## src/rtl/vga_timing_pkg.sv

```systemverilog
// Shared raster timing constants for the scan generator and the overlay
// generators (which reference H_ACTIVE / V_ACTIVE), plus small helpers.
package vga_timing_pkg;

  localparam int unsigned H_ACTIVE = 640;
  localparam int unsigned H_FP     = 16;
  localparam int unsigned H_SYNC   = 96;
  localparam int unsigned H_BP     = 48;
  localparam int unsigned V_ACTIVE = 480;
  localparam int unsigned V_FP     = 10;
  localparam int unsigned V_SYNC   = 2;
  localparam int unsigned V_BP     = 33;

  localparam int unsigned H_TOTAL  = H_ACTIVE + H_FP + H_SYNC + H_BP;
  localparam int unsigned V_TOTAL  = V_ACTIVE + V_FP + V_SYNC + V_BP;
  localparam int unsigned HS_START = H_ACTIVE + H_FP;
  localparam int unsigned HS_END   = HS_START + H_SYNC;
  localparam int unsigned VS_START = V_ACTIVE + V_FP;
  localparam int unsigned VS_END   = VS_START + V_SYNC;

  localparam int unsigned COLOR_W  = 6;
  localparam int unsigned COORD_W  = 10;

  // Per-pixel flags that must travel alongside the overlay pipeline.
  typedef struct packed {
    logic active;
    logic hs;
    logic vs;
  } scan_flags_t;

  // Half-open window test: lo <= c < hi.
  function automatic logic in_window(input logic [COORD_W-1:0] c,
                                     input logic [COORD_W-1:0] lo,
                                     input logic [COORD_W-1:0] hi);
    return (c >= lo) && (c < hi);
  endfunction

endpackage

```

## src/rtl/sync_delay_line.sv

```systemverilog
// Enable-gated shift register of DEPTH stages (DEPTH >= 1) with a loadable
// reset value. pre_o exposes the value about to enter the final stage so a
// caller can register something of its own in lockstep with that stage.
module sync_delay_line #(
  parameter int unsigned W     = 1,
  parameter int unsigned DEPTH = 1
) (
  input  logic         clk,
  input  logic         rst_n,
  input  logic         en_i,
  input  logic [W-1:0] rst_val_i,
  input  logic [W-1:0] d_i,
  output logic [W-1:0] pre_o,
  output logic [W-1:0] q_o
);

  logic [W-1:0] stage_q [DEPTH];
  logic [W-1:0] stage_d [DEPTH];

  assign stage_d[0] = d_i;

  generate
    for (genvar gi = 1; gi < DEPTH; gi++) begin : g_chain
      assign stage_d[gi] = stage_q[gi-1];
    end

    for (genvar gi = 0; gi < DEPTH; gi++) begin : g_stage
      // Each stage loads its predecessor on an enabled clock, holds otherwise.
      always_ff @(posedge clk) begin
        if (!rst_n) begin
          stage_q[gi] <= rst_val_i;
        end else if (en_i) begin
          stage_q[gi] <= stage_d[gi];
        end
      end
    end
  endgenerate

  assign pre_o = stage_d[DEPTH-1];
  assign q_o   = stage_q[DEPTH-1];

endmodule

```

## src/rtl/vga_scan_gen.sv

```systemverilog
// Raster scan generator: h/v counters, frame counter, raw syncs, and the
// final output stage that blanks the overlay colour and aligns the syncs
// with the overlay pipeline latency (PIPE_DELAY + 1 pixel strobes).
module vga_scan_gen #(
  parameter int unsigned H_ACTIVE        = vga_timing_pkg::H_ACTIVE,
  parameter int unsigned H_FP            = vga_timing_pkg::H_FP,
  parameter int unsigned H_SYNC          = vga_timing_pkg::H_SYNC,
  parameter int unsigned H_BP            = vga_timing_pkg::H_BP,
  parameter int unsigned V_ACTIVE        = vga_timing_pkg::V_ACTIVE,
  parameter int unsigned V_FP            = vga_timing_pkg::V_FP,
  parameter int unsigned V_SYNC          = vga_timing_pkg::V_SYNC,
  parameter int unsigned V_BP            = vga_timing_pkg::V_BP,
  parameter bit          SYNC_ACTIVE_LOW = 1'b1,
  parameter int unsigned PIPE_DELAY      = 0
) (
  input  logic                                clk,
  input  logic                                rst_n,
  input  logic                                pix_en,
  output logic [vga_timing_pkg::COORD_W-1:0]  x,
  output logic [vga_timing_pkg::COORD_W-1:0]  y,
  output logic                                active,
  output logic                                line_start,
  output logic                                frame_start,
  output logic [7:0]                          frame_count,
  input  logic [vga_timing_pkg::COLOR_W-1:0]  rgb_in,
  output logic [vga_timing_pkg::COLOR_W-1:0]  rgb_out,
  output logic                                hsync,
  output logic                                vsync
);
  import vga_timing_pkg::*;

  localparam logic [COORD_W-1:0] H_VIS  = COORD_W'(H_ACTIVE);
  localparam logic [COORD_W-1:0] H_LAST = COORD_W'(H_ACTIVE + H_FP + H_SYNC + H_BP - 1);
  localparam logic [COORD_W-1:0] HS_LO  = COORD_W'(H_ACTIVE + H_FP);
  localparam logic [COORD_W-1:0] HS_HI  = COORD_W'(H_ACTIVE + H_FP + H_SYNC);
  localparam logic [COORD_W-1:0] V_VIS  = COORD_W'(V_ACTIVE);
  localparam logic [COORD_W-1:0] V_LAST = COORD_W'(V_ACTIVE + V_FP + V_SYNC + V_BP - 1);
  localparam logic [COORD_W-1:0] VS_LO  = COORD_W'(V_ACTIVE + V_FP);
  localparam logic [COORD_W-1:0] VS_HI  = COORD_W'(V_ACTIVE + V_FP + V_SYNC);

  // The output register below is the last alignment stage, so the line
  // carries PIPE_DELAY stages ahead of it plus that final stage.
  localparam int unsigned DLY_DEPTH = PIPE_DELAY + 1;

  logic [COORD_W-1:0] h_count_q, h_count_d;
  logic [COORD_W-1:0] v_count_q, v_count_d;
  logic [7:0]         frame_count_q, frame_count_d;
  logic [COLOR_W-1:0] rgb_out_q;

  scan_flags_t flags_now, flags_pre, flags_dly;
  logic        unused_pre_syncs;

  // Next-state for the raster counters; everything holds without pix_en.
  always_comb begin
    h_count_d     = h_count_q;
    v_count_d     = v_count_q;
    frame_count_d = frame_count_q;
    if (pix_en) begin
      if (h_count_q == H_LAST) begin
        h_count_d = '0;
        if (v_count_q == V_LAST) begin
          v_count_d     = '0;
          frame_count_d = frame_count_q + 8'd1;
        end else begin
          v_count_d = v_count_q + 10'd1;
        end
      end else begin
        h_count_d = h_count_q + 10'd1;
      end
    end
  end

  // Raster counter registers.
  always_ff @(posedge clk) begin
    if (!rst_n) begin
      h_count_q     <= '0;
      v_count_q     <= '0;
      frame_count_q <= '0;
    end else begin
      h_count_q     <= h_count_d;
      v_count_q     <= v_count_d;
      frame_count_q <= frame_count_d;
    end
  end

  assign x           = h_count_q;
  assign y           = v_count_q;
  assign frame_count = frame_count_q;
  assign active      = (h_count_q < H_VIS) && (v_count_q < V_VIS);
  assign line_start  = pix_en && (h_count_q == '0);
  assign frame_start = line_start && (v_count_q == '0);

  assign flags_now.active = active;
  assign flags_now.hs     = in_window(h_count_q, HS_LO, HS_HI);
  assign flags_now.vs     = in_window(v_count_q, VS_LO, VS_HI);

  sync_delay_line #(
    .W     ($bits(scan_flags_t)),
    .DEPTH (DLY_DEPTH)
  ) u_sync_delay_line (
    .clk       (clk),
    .rst_n     (rst_n),
    .en_i      (pix_en),
    .rst_val_i ('0),
    .d_i       (flags_now),
    .pre_o     (flags_pre),
    .q_o       (flags_dly)
  );

  // The pre-final syncs are only needed one stage later via flags_dly.
  assign unused_pre_syncs = flags_pre.hs ^ flags_pre.vs;

  // Colour output register, clocked in step with the final sync stage so
  // the blanking decision uses the active flag of the same pixel.
  always_ff @(posedge clk) begin
    if (!rst_n) begin
      rgb_out_q <= '0;
    end else if (pix_en) begin
      rgb_out_q <= flags_pre.active ? rgb_in : '0;
    end
  end

  assign rgb_out = rgb_out_q;
  assign hsync   = flags_dly.hs ^ SYNC_ACTIVE_LOW;
  assign vsync   = flags_dly.vs ^ SYNC_ACTIVE_LOW;

endmodule
```

## config.mk

```make
export PLATFORM = sky130hd
export DESIGN_NAME = vga_scan_gen
export DESIGN_NICKNAME = d
export VERILOG_FILES = /design/src/rtl/vga_timing_pkg.sv /design/src/rtl/sync_delay_line.sv /design/src/rtl/vga_scan_gen.sv
export SDC_FILE = /design/constraint.sdc
export NUM_CORES = 1
export LEC_CHECK = 0
export ABC_AREA = 0
export ABC_CLOCK_PERIOD_IN_PS = 5500
export CORE_ASPECT_RATIO = 0.8
export CORE_MARGIN = 2
export CORE_UTILIZATION = 50
export CTS_CLUSTER_DIAMETER = 120
export DETAILED_ROUTE_END_ITERATION = 6
export PLACE_DENSITY = 0.87
export SLEW_MARGIN = 0
export SYNTH_ARGS = -nofsm -noshare
export SYNTH_HDL_FRONTEND = slang
export SYNTH_HIERARCHICAL = 1
export SYNTH_SLANG_ARGS = --single-unit
```

## constraint.sdc

```tcl
create_clock -name clk -period 5.5 [get_ports clk]
set_input_delay 0.55 -clock clk [delete_from_list [all_inputs] [get_ports clk]]
set_output_delay 0.55 -clock clk [all_outputs]
set_load 0.005 [all_outputs]
```

==> results.ini <==
[die]
start_util = 0.5310
pin_count = 48
die_height_um = 58.30
std_cell_rows = 19
core_area_mm2 = 0.003471
floorplan.die_area_mm2 = 0.004191
die_w_um = 71.88

[clocking]
hold_buffers = 0
post_cts_buffers = 0
numCtsBuffers = 5
cts.clk_slew.worst_paths_ns = 0.07
clock_latency_ns = 0.29
cts_tree = done
cts_sinks = 36
ctsResizeCount = 0
root_buffer = clkbuf_8
cts-htree-levels = 2
clock_path_buffers = 2

[global_route]
grt_usage = 0.2097
grt_start_max_net_pins = 37
grt_pass1_wl_um = 7024
grt_pass1_vias = 1553
globalRoute.totalOverflow = 0
antenna_found_initial = 0

[timing]
fin_worst_skew_ns = 0.004211
max_freq_ghz = 0.3460
setup_tns_ns = 0
hold_violations = 0
period_share = 0.5255
relSlewSlack = 0.5614
drv_slew = 0
setup_ws_ns = 2.610
rsz0062_at_grt = false
worst_pin_slew_ns = 0.6572
setup_viol = 0
fin_crit_ns = 2.890

[finish]
final_common_cell = clkdlybuf4s50_1
layout.nets = 274
n_antenna_cell = 0
layout-drive-gt1-share = 0.04598
synthToLayoutAreaGrowth_pct = 30.14
final_util = 0.6911
final_cell_mix = clkdlybuf4s50_1, dfxtp_1, a21oi_1, nor2_1, nand3_1

[min_path]
hold_start = frame_count[7]
hold_path_end = frame_count[7]
hold_depth = 2
hp-class = reg -> reg

[routing]
met3_wirelength_um = 304
vias = 1765
top_layer_used = met4
drtIter0Drc = 182
drt.antenna.violating_nets = 0
viasPerCell = 5.825
dr.pass1.iters = 4
wl_met1_um = 1975
drc = 0
wl_per_cell_um = 13.97
dr_wl_met2_um = 1921
wirelength_um = 4233

[critical_path]
end_kind = primary output
reg2reg_slack_ns = 3.14
r2r_end = y[3]
reg2reg_depth = 4
required_ns = 4.95
worst-path-max-fanout = 17
reg2reg_from = y[5]
critical_path.startpoint = pix_en
crit_type = in -> out
crit_path_start_kind = input port
cp.arrival_ns = 2.34

[logic_synthesis]
avgSynthCellArea_um2 = 8.532
synth_area_mm2 = 0.001843
synth_cells = 216
ys_warn_count = 6

[placed_design]
pre_cts_ws_ns = 2.561
gp_congestion = 0.7695
io_buffers = 47
dp_hpwl_um = 2884

[flow_run]
drv_cap = 0

[pwr]
vdd_drop_max_uv = 139.6
p_leak_nw = 0.8152
p_per_area_mw_per_mm2 = 211.0

[status]
status = completed

## power breakdown
| part | internal [mW] | switching (mW) |
|---|---|---|
| registers | 0.268 | 0.00306 |
| logic | 0.0228 | 0.0163 |
| clock network | 0.102 | 0.0938 |
| total | 0.393 | 0.113 |
## sequential cells by signal, summed over array words and instances, names as in the netlist
name	count
u_sync_delay_line/stage_q	2
frame_count	8
x	10
rgb_out	6
y	10
## layout make-up
type                       instances  area (um2)
clock buffer                       8       90.09
fill                             279        1072
inverter                          10       37.54
multi-input combinational        160        1007
sequential                        36       740.7
tap                               42       52.55
timing repair buffer              47       470.5
## metrics by stage
| step | cells | total power, mW | hold WS [ns] | cell area [um2] |
|---|---|---|---|---|
| 4_1_cts | 303 | 0.5075 | 0.4835 | 2399 |
| 5_1_grt | 303 | 0.5220 | 0.5002 | 2399 |
| 6_report | 303 | 0.5062 | 0.4830 | 2399 |
| 3_5_place_dp | 295 | 0.3159 | 0.4743 | 2308 |
| 2_1_floorplan | 217 | 0.2935 | 0.4682 | 1847 |
| 3_3_place_gp | 295 | 0.3150 | 0.4606 | 2308 |
## worst max-delay path, cell delays in order
cell,delay [ns]
clkdlybuf4s50_1,0.82
and4b_1,0.29
and4_1,0.17
clkdlybuf4s50_1,0.50
## layer usage
metal	vias up	track usage
met5	-	0
met4	0	0.06199
met3	6	0.05137
met2	57	0.3201
met1	834	0.2972
li1	868	-
## worst max-delay path by stage
stage          slack, ns  cells after the start              to
5_1_grt             2.49                      4     frame_start
2_1_floorplan       3.67                      6            y[7]
6_report            2.61                      4     frame_start
4_1_cts             2.60                      4     frame_start
3_3_place_gp        2.64                      5  frame_count[3]
3_5_place_dp        2.56                      5  frame_count[4]
No activity file was read; power rests on OpenSTA's default activity.
